==> config.mk <==
export PLATFORM = sky130hd
export DESIGN_NAME = ifetch_queue
export DESIGN_NICKNAME = d
export VERILOG_FILES = /design/src/rtl/ifetch_queue_pkg.sv /design/src/rtl/ifetch_queue_sync_fifo.sv /design/src/rtl/ifetch_queue.sv
export SDC_FILE = /design/constraint.sdc
export NUM_CORES = 1
export LEC_CHECK = 0
export CORE_AREA = 2 2 163 197
export CTS_CLUSTER_DIAMETER = 50
export DETAILED_ROUTE_END_ITERATION = 16
export DIE_AREA = 0 0 165 199
export PLACE_DENSITY = 0.78
export REMOVE_ABC_BUFFERS = 1
export SLEW_MARGIN = 5
export SYNTH_ARGS = -nofsm -noshare
export SYNTH_HDL_FRONTEND = slang
export SYNTH_SLANG_ARGS = --single-unit
export TNS_END_PERCENT = 100
==> constraint.sdc <==
create_clock -name clk -period 4.95 [get_ports clk]
set_input_delay 0.495 -clock clk [delete_from_list [all_inputs] [get_ports clk]]
set_output_delay 0.495 -clock clk [all_outputs]
set_load 0.01 [all_outputs]
==> src/rtl/ifetch_queue_pkg.sv <==
// Shared defaults and the buffered fetch-entry type for the instruction-fetch queue.
package ifetch_queue_pkg;

    localparam int          DEFAULT_XLEN     = 32;
    localparam int          DEFAULT_ILEN     = 32;
    localparam int          DEFAULT_PC_STEP  = 4;
    localparam logic [31:0] DEFAULT_RESET_PC = 32'h0000_0000;

    typedef struct packed {
        logic [DEFAULT_XLEN-1:0] pc;
        logic [DEFAULT_ILEN-1:0] inst;
    } fetch_entry_t;

endpackage

==> src/rtl/ifetch_queue_sync_fifo.sv <==
// Power-of-two synchronous FIFO with flush, occupancy count and full/empty flags.
// The caller never pushes when full unless it pops in the same cycle.
module sync_fifo #(
    parameter  int WIDTH = 8,
    parameter  int DEPTH = 4,
    localparam int AW    = $clog2(DEPTH),
    localparam int CW    = $clog2(DEPTH + 1)
) (
    input  logic             clk,
    input  logic             rst,
    input  logic             flush,
    input  logic             push,
    input  logic [WIDTH-1:0] push_data,
    input  logic             pop,
    output logic [WIDTH-1:0] pop_data,
    output logic [CW-1:0]    count,
    output logic             full,
    output logic             empty
);

    localparam logic [CW-1:0] DEPTH_C = CW'(DEPTH);

    logic [WIDTH-1:0] mem_q [DEPTH];
    logic [AW-1:0]    wr_ptr_q, wr_ptr_d;
    logic [AW-1:0]    rd_ptr_q, rd_ptr_d;
    logic [CW-1:0]    count_q, count_d;

    // NOTE: every variable gets a default before any branch so no latch is inferred.
    always_comb begin
        wr_ptr_d = wr_ptr_q;
        rd_ptr_d = rd_ptr_q;
        count_d  = count_q;
        if (flush) begin
            wr_ptr_d = '0;
            rd_ptr_d = '0;
            count_d  = '0;
        end else begin
            if (push) wr_ptr_d = wr_ptr_q + 1'b1;
            if (pop)  rd_ptr_d = rd_ptr_q + 1'b1;
            case ({push, pop})
                2'b10:   count_d = count_q + 1'b1;
                2'b01:   count_d = count_q - 1'b1;
                default: ;
            endcase
        end
    end

    always_ff @(posedge clk or negedge rst) begin
        if (!rst) begin
            wr_ptr_q <= '0;
            rd_ptr_q <= '0;
            count_q  <= '0;
        end else begin
            wr_ptr_q <= wr_ptr_d;
            rd_ptr_q <= rd_ptr_d;
            count_q  <= count_d;
        end
    end

    // NOTE: storage is not reset; the pointers and count alone define which entries are live.
    always_ff @(posedge clk) begin
        if (push && !flush) mem_q[wr_ptr_q] <= push_data;
    end

    assign pop_data = mem_q[rd_ptr_q];
    assign count    = count_q;
    assign full     = (count_q == DEPTH_C);
    assign empty    = (count_q == '0);

endmodule

==> src/rtl/ifetch_queue.sv <==
// Instruction-fetch front end: pipelined req/gnt fetch, in-order responses of any latency,
// DEPTH-entry instruction FIFO to decode, and redirect flush with old-path response dropping.
module ifetch_queue
    import ifetch_queue_pkg::*;
#(
    parameter int               XLEN     = DEFAULT_XLEN,
    parameter int               ILEN     = DEFAULT_ILEN,
    parameter int               DEPTH    = 4,
    parameter logic [XLEN-1:0]  RESET_PC = XLEN'(DEFAULT_RESET_PC),
    parameter int               PC_STEP  = DEFAULT_PC_STEP
) (
    input  logic            clk,
    input  logic            rst,
    input  logic            redirect_valid,
    input  logic [XLEN-1:0] redirect_pc,
    output logic            imem_req,
    output logic [XLEN-1:0] imem_addr,
    input  logic            imem_gnt,
    input  logic            imem_rvalid,
    input  logic [ILEN-1:0] imem_rdata,
    output logic            inst_valid,
    input  logic            inst_ready,
    output logic [ILEN-1:0] inst_data,
    output logic [XLEN-1:0] inst_pc
);

    localparam int          CW      = $clog2(DEPTH + 1);
    localparam int          EW      = XLEN + ILEN;
    localparam logic [CW:0] DEPTH_W = (CW + 1)'(DEPTH);

    logic [XLEN-1:0] fetch_pc_q, fetch_pc_d;
    logic [CW-1:0]   drop_cnt_q, drop_cnt_d;
    logic            stray_ok_q, stray_ok_d;

    // The tag FIFO occupancy is exactly the number of outstanding requests.
    logic [CW-1:0]   outstanding, data_count;
    logic            tag_full, tag_empty, data_full, data_empty;
    logic [XLEN-1:0] tag_head;
    logic [EW-1:0]   head_entry;
    logic [CW:0]     live;
    logic            accept, resp, keep_resp, pop;

    always_comb begin
        live       = {1'b0, data_count} + {1'b0, outstanding} - {1'b0, drop_cnt_q};
        // Old-path requests still hold tag slots after a redirect, so the tag FIFO also gates issue.
        imem_req   = rst && !redirect_valid && !tag_full && (live < DEPTH_W);
        accept     = imem_req && imem_gnt;
        resp       = imem_rvalid && !tag_empty;
        keep_resp  = resp && (drop_cnt_q == '0) && !redirect_valid;
        pop        = !data_empty && inst_ready && !redirect_valid;

        fetch_pc_d = fetch_pc_q;
        drop_cnt_d = drop_cnt_q;
        stray_ok_d = stray_ok_q && !accept;
        if (redirect_valid) begin
            fetch_pc_d = redirect_pc & ~XLEN'(3);
            drop_cnt_d = outstanding - CW'(resp);
        end else begin
            if (accept) fetch_pc_d = fetch_pc_q + XLEN'(PC_STEP);
            if (resp && (drop_cnt_q != '0)) drop_cnt_d = drop_cnt_q - 1'b1;
        end
    end

    always_ff @(posedge clk or negedge rst) begin
        if (!rst) begin
            fetch_pc_q <= RESET_PC;
            drop_cnt_q <= '0;
            stray_ok_q <= 1'b1;
        end else begin
            fetch_pc_q <= fetch_pc_d;
            drop_cnt_q <= drop_cnt_d;
            stray_ok_q <= stray_ok_d;
        end
    end

    sync_fifo #(.WIDTH(XLEN), .DEPTH(DEPTH)) u_tag_fifo (
        .clk       (clk),
        .rst       (rst),
        .flush     (1'b0),
        .push      (accept),
        .push_data (fetch_pc_q),
        .pop       (resp),
        .pop_data  (tag_head),
        .count     (outstanding),
        .full      (tag_full),
        .empty     (tag_empty)
    );

    sync_fifo #(.WIDTH(EW), .DEPTH(DEPTH)) u_data_fifo (
        .clk       (clk),
        .rst       (rst),
        .flush     (redirect_valid),
        .push      (keep_resp),
        .push_data ({tag_head, imem_rdata}),
        .pop       (pop),
        .pop_data  (head_entry),
        .count     (data_count),
        .full      (data_full),
        .empty     (data_empty)
    );

    assign imem_addr  = fetch_pc_q;
    assign inst_valid = !data_empty;
    assign inst_pc    = inst_valid ? head_entry[EW-1:ILEN] : '0;
    assign inst_data  = inst_valid ? head_entry[ILEN-1:0]  : '0;

    // Stray responses are tolerated only between reset and the first accepted request (late pre-reset data).
    a_no_stray_rvalid: assert property (@(posedge clk) disable iff (!rst)
        imem_rvalid |-> (!tag_empty || stray_ok_q));
    a_no_overflow: assert property (@(posedge clk) disable iff (!rst)
        keep_resp |-> (!data_full || pop));

endmodule

After elaboration in Yosys (flattened, before gate mapping). Memories as Yosys holds them, arrays and structs flattened. Cells that the tools add are included.

Register bits: 49. Bits in writable memories: 384. Input bits: 70. Output and inout port bits: 98. Logic and storage cells: 71. Memories kept: 2.

Memories: u_data_fifo.mem_q (words 4, bits a word 64, read ports 1, clocked after Yosys merged registers in 0, wr ports 1, line ifetch_queue_sync_fifo.sv:23) `logic [WIDTH-1:0] mem_q [DEPTH];`; u_tag_fifo.mem_q (words 4, bits a word 32, read ports 1, clocked after Yosys merged registers in 0, wr ports 1, line ifetch_queue_sync_fifo.sv:23).

Add/sub/neg operators: 13. Order comparisons: 1. Equality and inequality tests: 5. Muxes and demuxes: 17. Reductions and logical operators: 25.

Operators by type and width (count): two-way mux 32 bit (4); adder 32 x 3 -> 32 bit, second input constant (1); case mux 3 bit (2 select lines) (2); logical AND 1 bit (11); nonzero test 2 bit (5); zero test 3 bit (3); two-way mux 3 bit (3); subtractor 3 x 1 -> 3 bit, second input constant (3); adder 2 x 1 -> 2 bit, second input constant (4); two-way mux 2 bit (4); adder 3 x 1 -> 3 bit, second input constant (2); nonzero test 3 bit (2); adder 3 x 3 -> 4 bit (1); equality test 2 x 1 -> 1 bit, second input constant (2); equality test 2 bit, second input constant (2); zero test 1 bit (4); < comparator 4 x 3 -> 1 bit, second input constant (1); two-way mux 1 bit (4); subtractor 4 x 3 -> 4 bit (1); equality test 3 bit, second input constant (1); subtractor 3 x 1 -> 3 bit (1).

Depth between registers and ports, before layout.
Depth in word-level cells: 8. Gate-level depth with buffers: 15. Gate-level depth less buffers: 14.

Modules after synthesis. Synthesis repeated with hierarchy kept, for this count alone.

Cell total of the unflattened synthesis: 929. Area total of the unflattened synthesis: 17631.9 µm².

By module, submodules not included: sync_fifo at u_data_fifo (instances 1, cells an instance 377, area each 9669.3 µm², sequential area each 7862.5 µm²); sync_fifo at u_tag_fifo (instances 1, cells an instance 211, area each 5104.9 µm², sequential area each 4018.9 µm²); ifetch_queue (instances 1, cells an instance 341, area each 2857.7 µm², sequential area each 825.8 µm²).

Worst setup path before layout. Ideal clock, no wire load.

Path kind: register -> register. Start: register u_tag_fifo.count_q[1] (netlist: u_tag_fifo.count[1]). End: memory u_tag_fifo.mem_q[0][10] in the netlist's numbering (enable). Setup time: 0.390 ns. Data arrival time: 3.257 ns. Data required time: 4.560 ns. Slack: 1.303 ns. Stages on the path, launching flop included: 11. Path buffers: 2. Period minus slack after synthesis: 3.647 ns. Cell sequence: dfrtp_1 inv_1 fa_1 inv_1 ha_1 and3b_1 or4_4 a21oi_2 buf_4 buf_2 and2_1.

Cells in the longest elaborated chain, start to end: 7. Elaborated cells between the ends (all ways): 10. Classes of those cells: add/sub: 2; order compare: 1; eq/ne: 1; mux: 2; reduce/logical: 4.

Ends and longest elaborated chain: start: declaration (line ifetch_queue_sync_fifo.sv:26) `logic [CW-1:0] count_q, count_d;`; start signal: assignment (line ifetch_queue_sync_fifo.sv:56) `count_q <= count_d;`; adder 3 x 3 -> 4 bit / equality test 3 bit (equally long branches) (line ifetch_queue.sv:44, ifetch_queue_sync_fifo.sv:67); subtractor 4 x 3 -> 4 bit / zero test 1 bit (equally long branches) (line ifetch_queue.sv:44, ifetch_queue.sv:46); < comparator 4 x 3 -> 1 bit / logical AND 1 bit (equally long branches) (line ifetch_queue.sv:46) `imem_req = rst && !redirect_valid && !tag_full && (live < DEPTH_W);`; logical AND 1 bit * (line ifetch_queue.sv:46); logical AND 1 bit * (line ifetch_queue.sv:47) `accept = imem_req && imem_gnt;`; two-way mux 1 bit * (line ifetch_queue_sync_fifo.sv:62) `if (push && !flush) mem_q[wr_ptr_q] <= push_data;`; two-way mux 1 bit (implied by the code) * (line ifetch_queue_sync_fifo.sv:62); end: declaration (line ifetch_queue_sync_fifo.sv:23).

Mark *: on every way between the ends. The rest lies on a longest branch, timed or not.

Worst setup path after layout.
Start: register u_tag_fifo.count_q[1] (netlist: u_tag_fifo.count[1]). End: output port imem_req.

Cells in the longest elaborated chain, start to end: 4. Elaborated cells between the ends (all ways): 7. Classes of those cells: add/sub: 2; order compare: 1; eq/ne: 1; reduce/logical: 3.

Ends and longest elaborated chain: adder 3 x 3 -> 4 bit / equality test 3 bit (equally long branches) (line ifetch_queue.sv:44, ifetch_queue_sync_fifo.sv:67); subtractor 4 x 3 -> 4 bit / zero test 1 bit (equally long branches) (line ifetch_queue.sv:44, ifetch_queue.sv:46); < comparator 4 x 3 -> 1 bit / logical AND 1 bit (equally long branches) (line ifetch_queue.sv:46); logical AND 1 bit * (line ifetch_queue.sv:46); end: declaration (line ifetch_queue.sv:16) `output logic imem_req,`.

Marks and branches as above.

==> results.ini <==
[setup_path]
slowest_stage = clkdlybuf4s50_1
worst_path_most_repeated_cell = inv_1
path_cells = inv_1, fa_1, inv_1, ha_1, and3b_1, or4_4, nand2_1, and4_1, clkdlybuf4s50_1
crit_required_ns = 4.45
critPathTopFamily = simple AND/OR/NAND/NOR gates
rr_endpoint = u_tag_fifo.mem_q[1][9]
critPathMaxFanout = 4
crit_path_start_kind = register
r2r_cells = 10
max_stage_delay_ns = 0.54
crit_type = reg -> out
critPathArrivalTime_ns = 3.41
path_buf_inv = 3
reg2reg_from = u_tag_fifo.count[1]
r2r_slack_ns = 1.29
endpoint_kind = output pin

[clocking]
holdBufCountCts = 0
cts_max_level = 2
clk_pin_slew_worst_paths_ns = 0.07
numCtsBuffers = 41
cts_resized = 0
root_buffer = clkbuf_16
post-cts-setup-buffers = 0
cts_tree = built
clkLatencyLatePin_ns = 0.53
clock-sinks = 415
clock_path_buffers = 3

[synth]
synth-edff-count = 368
synth-seq-cells = 415
async_reset_ff_share_pct = 11.3
synthFlopType = edfxtp_1
seq_area_frac_synth_pct = 72.5
synth-xor-area-share_pct = 0.727
synth_fa_ha_area_share_pct = 1.74
ys_warn_count = 0
ys_types = 56
synth-simple-area-share_pct = 6.79
synth_cells = 895
synth_top_family_by_area = multiplexers
synthMuxAreaShare_pct = 13.6
synth_compound_area_share_pct = 2.73
avgSynthCellArea_um2 = 18.8
synth_area_um2 = 16900

[drt]
dr_total_vias = 8831
postRouteAntennaNets = 0
post_drt_wl_per_cell_um = 22.3
top_layer = met4
wl_met3_mm = 1.88
initialDrtViolationCount = 723
dr.pass1.iters = 5
drc = 0
dr_wl_met2_mm = 17.3
met1Wirelength_mm = 13.5
drt-total-wl_mm = 33.5
viasPerCell = 5.86

[floorplan]
rows = 71
fp.dieW_um = 165
die-height_um = 199
start_util_pct = 54.4
coreArea_um2 = 31000
dieArea_um2 = 32800
io_pins = 168

[sta]
hold_viol = 0
setup_viol = 0
fmax_mhz = 256
maxSlewHeadroom_pct = 14.8
period_needed_ns = 3.91
tns_ns = 0
finClkSkew_ns = 0.0190
finalCritPeriodShare_pct = 78.9
rsz0062_at_grt = false
worstMarginPinSlew_ns = 1.27
drv_slew = 0

[power]
leakagePower_uw = 0.00671
power_density_nw_per_um2 = 512
ir_worst_vdd_v = 0.000367
power_uw = 10300

[status]
outcome = completed

[layout]
finalNonFillerCells = 1506
fin_nets = 1166
final_util_pct = 65.2
n_antenna_cell = 0
areaGrowthSynthToFinish_pct = 20.0
drive_gt1_share_pct = 17.6

[grt]
antenna_found_initial = 0
grt_pass1_vias = 9078
grt_pass1_wl_mm = 51.3
grtUsageTotal_pct = 20.9
grt_remaining_overflow = 0
grt_max_degree = 63

[job]
cap_viol_max_count = 0

[place]
io_buffers = 161
globalplace.congestion = 0.795
dp.cells = 1433
post-dp-hpwl_mm = 19.8

[min_path]
holdCritPathClass = in -> async

cell families (layout without fill, tap and decap cells):
kind of cell,after synthesis,in the layout
DFF,415,415
and+or+nand+nor,198,198
AOI/OAI and AO/OA,59,59
xor gates and xnor gates,14,14
other,1,4
buffers and inverters,74,281
adders and majority gates,21,21
muxes,113,113
worst max path at each step:
stage	slack, ns	to	cells past startpoint	start
after global routing	0.87	imem_req	9	u_tag_fifo.count[1]
after detailed placement	1.29	u_tag_fifo.mem_q[1][15]	10	u_tag_fifo.count[1]
final	1.04	imem_req	9	u_tag_fifo.count[1]
after CTS	1.00	imem_req	9	u_tag_fifo.count[1]
after global placement	1.36	u_tag_fifo.mem_q[1][15]	10	u_tag_fifo.count[1]
after floorplan	0.41	u_tag_fifo.count[2]	14	u_tag_fifo.count[1]
power by group:
group          switching (uW)  internal [uW]  total (uW)
clock                    1230           1740        2970
sequential                356           4240        4600
combinational            1290           1490        2780
sequential cells by signal, summed over array words and instances, names as in the netlist:
register              cells
u_data_fifo.count         3
drop_cnt_q                3
u_data_fifo.wr_ptr_q      2
u_data_fifo.mem_q       248
u_tag_fifo.rd_ptr_q       2
imem_addr                30
u_tag_fifo.count          3
u_data_fifo.rd_ptr_q      2
u_tag_fifo.wr_ptr_q       2
u_tag_fifo.mem_q        120
layer usage:
metal	GRT usage (%)	vias to the layer above
li1	-	3921
met1	27.2	4549
met2	36.4	310
met3	3.34	51
met4	6.34	0
met5	0	-
worst register-to-register path: stages, from the launching register on:
cell     delay [ns]
dfrtp_1        0.38
inv_1          0.11
fa_1           0.51
inv_1          0.05
ha_1           0.27
and3b_1        0.19
or4_4          0.50
a21oi_4        0.18
buf_4          0.30
and2_1         0.35
buf_4          0.46
area by class of cell:
class | instances | area (um^2)
flip-flops and latches | 415 | 12200
fillers | 2113 | 10800
multi-input cells | 409 | 4350
repair buffers | 181 | 1750
clock buffers | 47 | 1060
well taps | 401 | 502
clock inverters | 26 | 228
inverters | 27 | 101
per-stage QoR:
step	cell area [um^2]	setup WS (ns)	hold slack, ns
after floorplan	16700	0.414	0.199
after global placement	18900	1.36	0.512
after detailed placement	18900	1.29	0.533
after CTS	20200	1.00	0.149
after global routing	20200	0.869	0.184
final	20200	1.04	0.136
cell usage after synthesis, drive strengths merged, types with 2 or more instances:
library cell | number | area share [%]
edfxtp | 368 | 66
nand3 | 17 | 0.64
and3 | 14 | 0.52
buf | 23 | 0.73
nor4 | 6 | 0.26
nor3b | 4 | 0.18
mux2i | 16 | 0.95
a221o | 11 | 0.65
xnor2 | 9 | 0.47
o31ai | 5 | 0.22
o31a | 2 | 0.10
inv | 27 | 0.60
or4 | 4 | 0.22
or3 | 6 | 0.25
a211o | 3 | 0.16
nor2 | 18 | 0.40
o211ai | 5 | 0.22
clkbuf | 24 | 0.53
a21oi | 6 | 0.20
nor3 | 10 | 0.30
fa | 4 | 0.48
mux2 | 5 | 0.33
and2 | 71 | 2.6
dfrtp | 47 | 7.0
o2bb2ai | 2 | 0.10
a21o | 4 | 0.18
xor2 | 5 | 0.26
o21ai | 8 | 0.24
and4 | 4 | 0.22
nand2 | 33 | 0.73
mux4 | 92 | 12
ha | 17 | 1.3
nand4 | 6 | 0.22
nor2b | 2 | 0.074
o311ai | 6 | 0.31
layout by cell type, fill, tap and decap left out, drive strengths merged, types with 20 or more instances in the layout:
master           n
edfxtp         368
clkdlybuf4s50  159
mux4            92
and2            71
dfrtp           47
clkbuf          47
nand2           33
inv             28
buf             22
clkinv          20
Power figures use the tool's default switching activity.
